`src/rtl/voice_mixer.sv`:
```
// Eight-voice sawtooth/square oscillator mixer: one voice per cycle is accumulated after each
// sample_tick, and the mixed 16-bit sample is emitted 10 cycles after the tick.
module voice_mixer #(
    parameter logic [31:0] INC_SCALE = 32'd89478
) (
    input  logic               clk,
    input  logic               reset_n,
    input  logic               sample_tick,
    input  logic signed [31:0] frequencies [8],
    input  logic signed [31:0] voice_volumes [8],
    input  logic               wave_sel,
    output logic signed [15:0] sample,
    output logic               sample_valid,
    output logic               busy,
    output logic               overrun
);

    typedef enum logic [1:0] {IDLE, ACCUM, OUTPUT} state_t;

    state_t             state;
    state_t             state_next;
    logic [2:0]         v;
    logic signed [18:0] acc;
    logic signed [18:0] scaled_q;
    logic signed [18:0] scaled;
    logic [31:0]        phase [8];
    logic               out_pending;
    logic signed [31:0] freq_v;
    logic signed [31:0] vol_v;
    logic [31:0]        inc;
    logic [31:0]        phase_new;
    logic signed [15:0] wave;
    logic [20:0]        gain;

    always_ff @(posedge clk or negedge reset_n) begin
        if (!reset_n) begin
            state <= IDLE;
        end else begin
            state <= state_next;
        end
    end

    always_comb begin
        state_next = state;
        case (state)
            IDLE:    if (sample_tick) state_next = ACCUM;
            ACCUM:   if (v == 3'd7) state_next = OUTPUT;
            OUTPUT:  state_next = IDLE;
            default: state_next = IDLE;
        endcase
    end

    assign busy = (state != IDLE);

    // Per-voice oscillator step, gain clamp and scaling for the voice currently indexed by v.
    always_comb begin
        freq_v    = frequencies[v];
        vol_v     = voice_volumes[v];
        inc       = '0;
        phase_new = '0;
        wave      = '0;
        gain      = '0;
        if (!freq_v[31]) begin
            inc = 32'((64'(unsigned'(freq_v)) * 64'(INC_SCALE)) >> 20);
        end
        if (vol_v > 32'sd0) begin
            phase_new = phase[v] + inc;
        end
        if (wave_sel) begin
            wave = phase_new[31] ? 16'sh8000 : 16'sh7fff;
        end else begin
            wave = {~phase_new[31], phase_new[30:16]};
        end
        if (vol_v <= 32'sd0) begin
            gain = '0;
        end else if (vol_v > 32'sh0010_0000) begin
            gain = 21'h10_0000;
        end else begin
            gain = vol_v[20:0];
        end
        scaled = 19'((37'(wave) * 37'($signed({1'b0, gain}))) >>> 20);
    end

    // The scaled product is registered before accumulation, so the last voice lands in acc
    // during OUTPUT and the sample is published one cycle later.
    always_ff @(posedge clk or negedge reset_n) begin
        if (!reset_n) begin
            v            <= '0;
            acc          <= '0;
            scaled_q     <= '0;
            out_pending  <= 1'b0;
            sample       <= '0;
            sample_valid <= 1'b0;
            overrun      <= 1'b0;
            for (int i = 0; i < 8; i++) begin
                phase[i] <= '0;
            end
        end else begin
            sample_valid <= out_pending;
            out_pending  <= 1'b0;
            if (out_pending) begin
                sample <= 16'(acc >>> 3);
            end
            if (sample_tick && (state != IDLE)) begin
                overrun <= 1'b1;
            end
            case (state)
                IDLE: begin
                    if (sample_tick) begin
                        v        <= '0;
                        acc      <= '0;
                        scaled_q <= '0;
                    end
                end
                ACCUM: begin
                    phase[v] <= phase_new;
                    scaled_q <= scaled;
                    acc      <= acc + scaled_q;
                    v        <= v + 3'd1;
                end
                OUTPUT: begin
                    acc         <= acc + scaled_q;
                    out_pending <= 1'b1;
                end
                default: ;
            endcase
        end
    end

endmodule

```
`config.mk`:
```
export PLATFORM = sky130hd
export DESIGN_NAME = voice_mixer
export DESIGN_NICKNAME = d
export VERILOG_FILES = /design/src/rtl/voice_mixer.sv
export SDC_FILE = /design/constraint.sdc
export NUM_CORES = 2
export LEC_CHECK = 0
export ABC_AREA = 1
export CORE_ASPECT_RATIO = 1.4
export CORE_UTILIZATION = 38
export CTS_CLUSTER_SIZE = 8
export DETAILED_ROUTE_END_ITERATION = 8
export PLACE_DENSITY = 0.66
export SYNTH_ARGS = -nofsm -noshare
export SYNTH_HDL_FRONTEND = slang
export SYNTH_SLANG_ARGS = --single-unit
```
`constraint.sdc`:
```
create_clock -name clk -period 14.3 [get_ports clk]
set_input_delay 2.86 -clock clk [delete_from_list [all_inputs] [get_ports clk]]
set_output_delay 2.86 -clock clk [all_outputs]
set_load 0.03 [all_outputs]
```
Yosys cells after proc, flatten, opt, wreduce, memory -nomap -nowiden. Cells that the tools add are included.

Memory bits (read-only): 0. Logic and storage cells: 70. Register bits after elaboration: 318. Output and inout port bits: 19. Latch bits: 0. Memory bits (writable): 0. Memories kept: 0. Input port bits: 516.

Shift-type cells: 0. $lt $le $gt $ge: 5. $add $sub $neg: 3. Mux-type cells: 27. Bitwise gates (word level): 2. Equal/unequal tests: 5. $mul: 2. Reductions and logical operators: 10. Div/mod/pow operators: 0.

Operators by type and width (count): 32-bit binary-select mux with 3-bit select (3); 256-bit bitwise mux (1); 32-bit two-way mux (8); 32-bit demux with 3-bit select (1); 19-bit one-hot mux with 2 select lines (2); 32-bit by 16-bit multiplier with 48-bit output (second input constant) (1); 21-bit two-way mux (2); 16-bit by 22-bit multiplier with 37-bit output (1); 32-bit adder (1); 32-bit by 1-bit greater-than comparator with 1-bit output (second input constant) (1); 32-bit by 22-bit greater-than comparator with 1-bit output (second input constant) (1); 32-bit by 1-bit <= comparator with 1-bit output (second input constant) (1); 16-bit two-way mux (2); 29-bit two-way mux (1); 19-bit adder (1); 19-bit two-way mux (1); 3-bit one-hot mux with 2 select lines (1); 2-bit AND reduction (3); 2-bit nonzero test (3); 4-bit >= comparator (second input constant) (1); 4-bit by 1-bit less-than comparator with 1-bit output (second input constant) (1); 2-bit two-way mux (2); 2-bit != test (second input constant) (2); 3-bit inverter with 4-bit output (1); 11 further kinds (12).

Logic depth before layout (Yosys ltp).
Word-level depth: 12. Mapped depth: 80.

Worst setup path before layout. No wires, ideal clock.

Kind: input to register. From: in frequencies[230] in the netlist's numbering. To: reg scaled_q[14]. Cell stages on the path: 61. Required time: 14.178 ns. Slack: -0.569 ns. Arrival time: 14.746 ns. Path through: nor2_1 nor2_1 o21ai_0 o2111ai_1 ha_1 ha_1 xor2_1 fa_1 fa_1 fa_1 inv_1 fa_1 inv_1 ha_1 a21oi_1 o21ai_0 a21oi_1 o211ai_1 [... 25 more ...] fa_1 fa_1 fa_1 inv_1 fa_1 fa_1 inv_1 fa_1 inv_1 ha_1 a21oi_1 o21ai_0 a21oi_1 nor2_1 a2111oi_0 nand3_1 nand2_1 o21ai_1.

Word-level cells in the longest chain between the ends: 11.

RTL lines: start: declaration (line 9) `input logic signed [31:0] frequencies [8],`; 32-bit binary-select mux with 3-bit select (*) (line 57) `freq_v = frequencies[v];`; 32-bit two-way mux (implied by the code) (*) (2 in a row) (line 57); 32-bit by 16-bit multiplier with 48-bit output (*) (line 64) `inc = 32'((64'(unsigned'(freq_v)) * 64'(INC_SCALE)) >> 20);`; 29-bit two-way mux (*) (line 63) `if (!freq_v[31]) begin`; 32-bit adder (*) (line 67) `phase_new = phase[v] + inc;`; 32-bit two-way mux (*) (line 66) `if (vol_v > 32'sd0) begin`; 16-bit two-way mux or 1-bit inverter (tied branches) (line 70, 72); 16-bit two-way mux (*) (line 69) `if (wave_sel) begin`; 16-bit by 22-bit multiplier with 37-bit output (*) (line 81) `scaled = 19'((37'(wave) * 37'($signed({1'b0, gain}))) >>> 20);`; 19-bit one-hot mux with 2 select lines (*) (line 107) `case (state)`; end signal: assignment (line 117) `scaled_q <= scaled;`; end: declaration (line 24) `logic signed [18:0] scaled_q;`.

Mark *: on every way between the ends. The rest lies on a longest branch, timed or not. The select of a mux whose other input is x is not followed. A chain may end at the register's enable or synchronous reset.

Final worst setup path.
From: in frequencies[85] in the netlist's numbering. To: reg scaled_q[15].

Same word-level chain as after synthesis.

==> impl_metrics.toml <==
[timing]
maxSlewHeadroom_pct = 19.4
worst_pin_slew_ns = 1.21
setup-tns-final_ns = -11.82
period_needed_ns = 15.10
finalClockSkew_ns = 0.0607
rsz0062_at_grt = "true"
drv_slew = 0
fmax_mhz = 66.2
hold_slack_ns = 0.468
fin_ws_ns = -0.802
finalSetupViolCount = 17
hold_violations = 0
final.period_utilization_pct = 106

[critical_path]
cp.arrival_ns = 15.60
reg2reg_depth = 71
r2r_setup_slack_ns = 0.28
critical_path_class = "in -> reg"
slowest_delay_ns = 0.57
cp-startpoint = "frequencies[85]"
crit_buf_inv = 19
r2r-start = "v[2]"
endpoint = "scaled_q[15]"
crit_path_end_kind = "flip-flop"
r2r_end = "scaled_q[15]"
cp_max_fo = 5
cp_slowest_cell = "fa_1"
worst_path_dominant_cell_family = "adder cells"
start_kind = "input pin"
crit_top_cell = "fa_1"
path_depth = 65
cp.required_ns = 14.80

[route]
vias_per_cell = 5.16
first_iter_violations = 2942
drt_first_pass_iters = 8
ant_nets = 0
wl_um = 167000
drc = 0
wl_per_cell_um = 20.0
num_vias = 43100

[clock_network]
cts_tree = "done"
cts-root-buf = "clkbuf_16"
cts.htree.levels = 2
clk_pin_slew_ns = 0.05
clockBufferDepth = 3
ctsHoldBuffers = 0
cts_buffers = 46
clock-sinks = 316
clk_latency_ns = 0.62

[synthesis]
yosys_warnings = 0
synth_area_um2 = 41700
yosysUniqueCellTypes = 56
ys_seq_area_share_pct = 19.0
synthAdderAreaFrac_pct = 33.8
yosysMostFrequentCell = "nand2_1"
synth_edf_count = 0
synth_compound_area_share_pct = 12.5
yosys-top-cells-area = "fa_1 (21%), dfrtp_1 (19%), ha_1 (12%)"
ys_ff_latch = 316
syn-mean-instance-area_um2 = 7.26
syn_inst = 5738
async_reset_ff_share_pct = 100
synth_xor_area_share_pct = 0.904
synthSimpleGateAreaFrac_pct = 21.7
muxShareOfSynthArea_pct = 0.0811
netlist.top_cell.by_area = "fa_1"
synth_top_area_share_pct = 21.5
syn_nets = 7112
yosys-top-cells-count = "nand2_1 (1364), inv_1 (1069), nor2_1 (663)"
synth_top_family_by_area = "adder cells"
synth-main-ff-cell = "dfrtp_1"

[global_route]
grt_max_degree = 122
grt_pass1_vias = 44300
antenna_found_initial = 12
grt_pass1_wl_um = 252000
grt_overflow = 0
grt_use_total_pct = 29.6

[run_status]
outcome = "finished with violations"
violations = "negative setup slack"

[floorplanning]
fp.coreArea_um2 = 109000
pin_count = 535
start_util_pct = 38.4
dieArea_um2 = 111000
rows = 143
die_w_um = 282
fp.dieH_um = 394

[min_path]
hp-class = "reg -> reg"
min_path_cells = 1

[finish]
fin_util_pct = 54.6
nNetsFinal = 8252
stdcell_count = 8342
area_growth_pct = 42.3
final_layout_size_suffix_gt1_share_pct = 22.8

[flow_run]
drv_cap = 0

[placement]
dp.cells = 8117
place_congestion = 1.02
dpl.hpwl_um = 128000
io_buffer_count = 534
[per-layer routing]
| layer | GRT usage, % | routed length [µm] | vias up |
|---|---|---|---|
| met1 | 33.7 | 60600 | 20700 |
| met3 | 5.47 | 12400 | 512 |
| met2 | 50.4 | 81100 | 1727 |
| li1 | - | - | 20100 |
| met4 | 19.8 | 12600 | 4 |
| met5 | 0 | 23 | - |
[kinds of logic after synthesis]
| group | after synthesis |
|---|---|
| buffers and inverters | 1303 |
| adder cells (fa/ha/maj) | 858 |
| XOR/XNOR | 43 |
| multiplexers | 3 |
| AND/OR/NAND/NOR | 2284 |
| AO/OA/AOI/OAI | 931 |
| flip-flops | 316 |
[worst min-delay path by stage]
stage | slack (ns) | startpoint | end
after floorplan | 0.37 | out_pending | sample_valid
after global placement | 0.44 | overrun | overrun
after detailed placement | 0.46 | overrun | overrun
after CTS | 0.47 | overrun | overrun
after global routing | 0.47 | overrun | overrun
final | 0.47 | overrun | overrun
[sequential cells by signal (all words and copies together), names as in the netlist]
signal,flops
sample_valid,1
sample,16
v,3
scaled_q,17
state,2
overrun,1
acc,19
out_pending,1
phase,256
[cells in the final DEF, fill, tap and decap left out, types with 24 or more instances in the layout]
cell type,count
a21oi_2,73
xor2_1,27
ha_1,319
nand2_4,32
nand2_1,1260
o21ai_4,24
ha_4,81
nor2_4,35
o21ai_0,302
dfrtp_1,315
buf_6,94
clkdlybuf4s15_1,25
buf_4,647
dlygate4sd2_1,72
a21oi_1,218
inv_2,91
nand3_1,138
nor2_1,590
o21ai_1,50
a221oi_1,30
inv_1,975
buf_12,30
clkbuf_16,46
nor2_2,51
fa_1,424
o21ai_2,76
clkdlybuf4s50_1,391
nand2_2,73
[stage by stage]
stage          setup WS [ns]  cell area (µm²)
6_report              -0.802            59300
5_1_grt                -1.30            59300
4_1_cts               -0.469            57900
3_5_place_dp           -2.10            53300
3_3_place_gp           -2.03            53300
2_1_floorplan        0.00603            42100
[layout make-up]
| cell class | instances | area [µm²] |
|---|---|---|
| flip-flops and latches | 316 | 7910 |
| diodes | 8 | 20.0 |
| clock buffers | 49 | 1170 |
| inverters | 1085 | 4130 |
| clock inverters | 5 | 103 |
| multi-input cells | 4121 | 32400 |
| fillers | 10100 | 49300 |
| repair buffers | 1308 | 11700 |
| well taps | 1450 | 1810 |
[worst register-to-register path: cells and delay by family, from the launching register on]
family / cells / cell delay (ns)
AOI/OAI and AO/OA: 16 / 2.28
DFF: 1 / 0.51
xor gates and xnor gates: 1 / 0.15
and+or+nand+nor: 16 / 1.41
adders and majority gates: 15 / 6.62
buffers and inverters: 23 / 2.98
[repair_timing]
item	4_1_cts	5_1_grt
endpoints found under the setup margin	17	17
gates cloned	5	0
buffers inserted	124	44
pin swaps	416	206
resized for setup	917	277
Power is not shown: default switching activity piles up to over one toggle a cycle in this logic, so the estimate is an artifact.
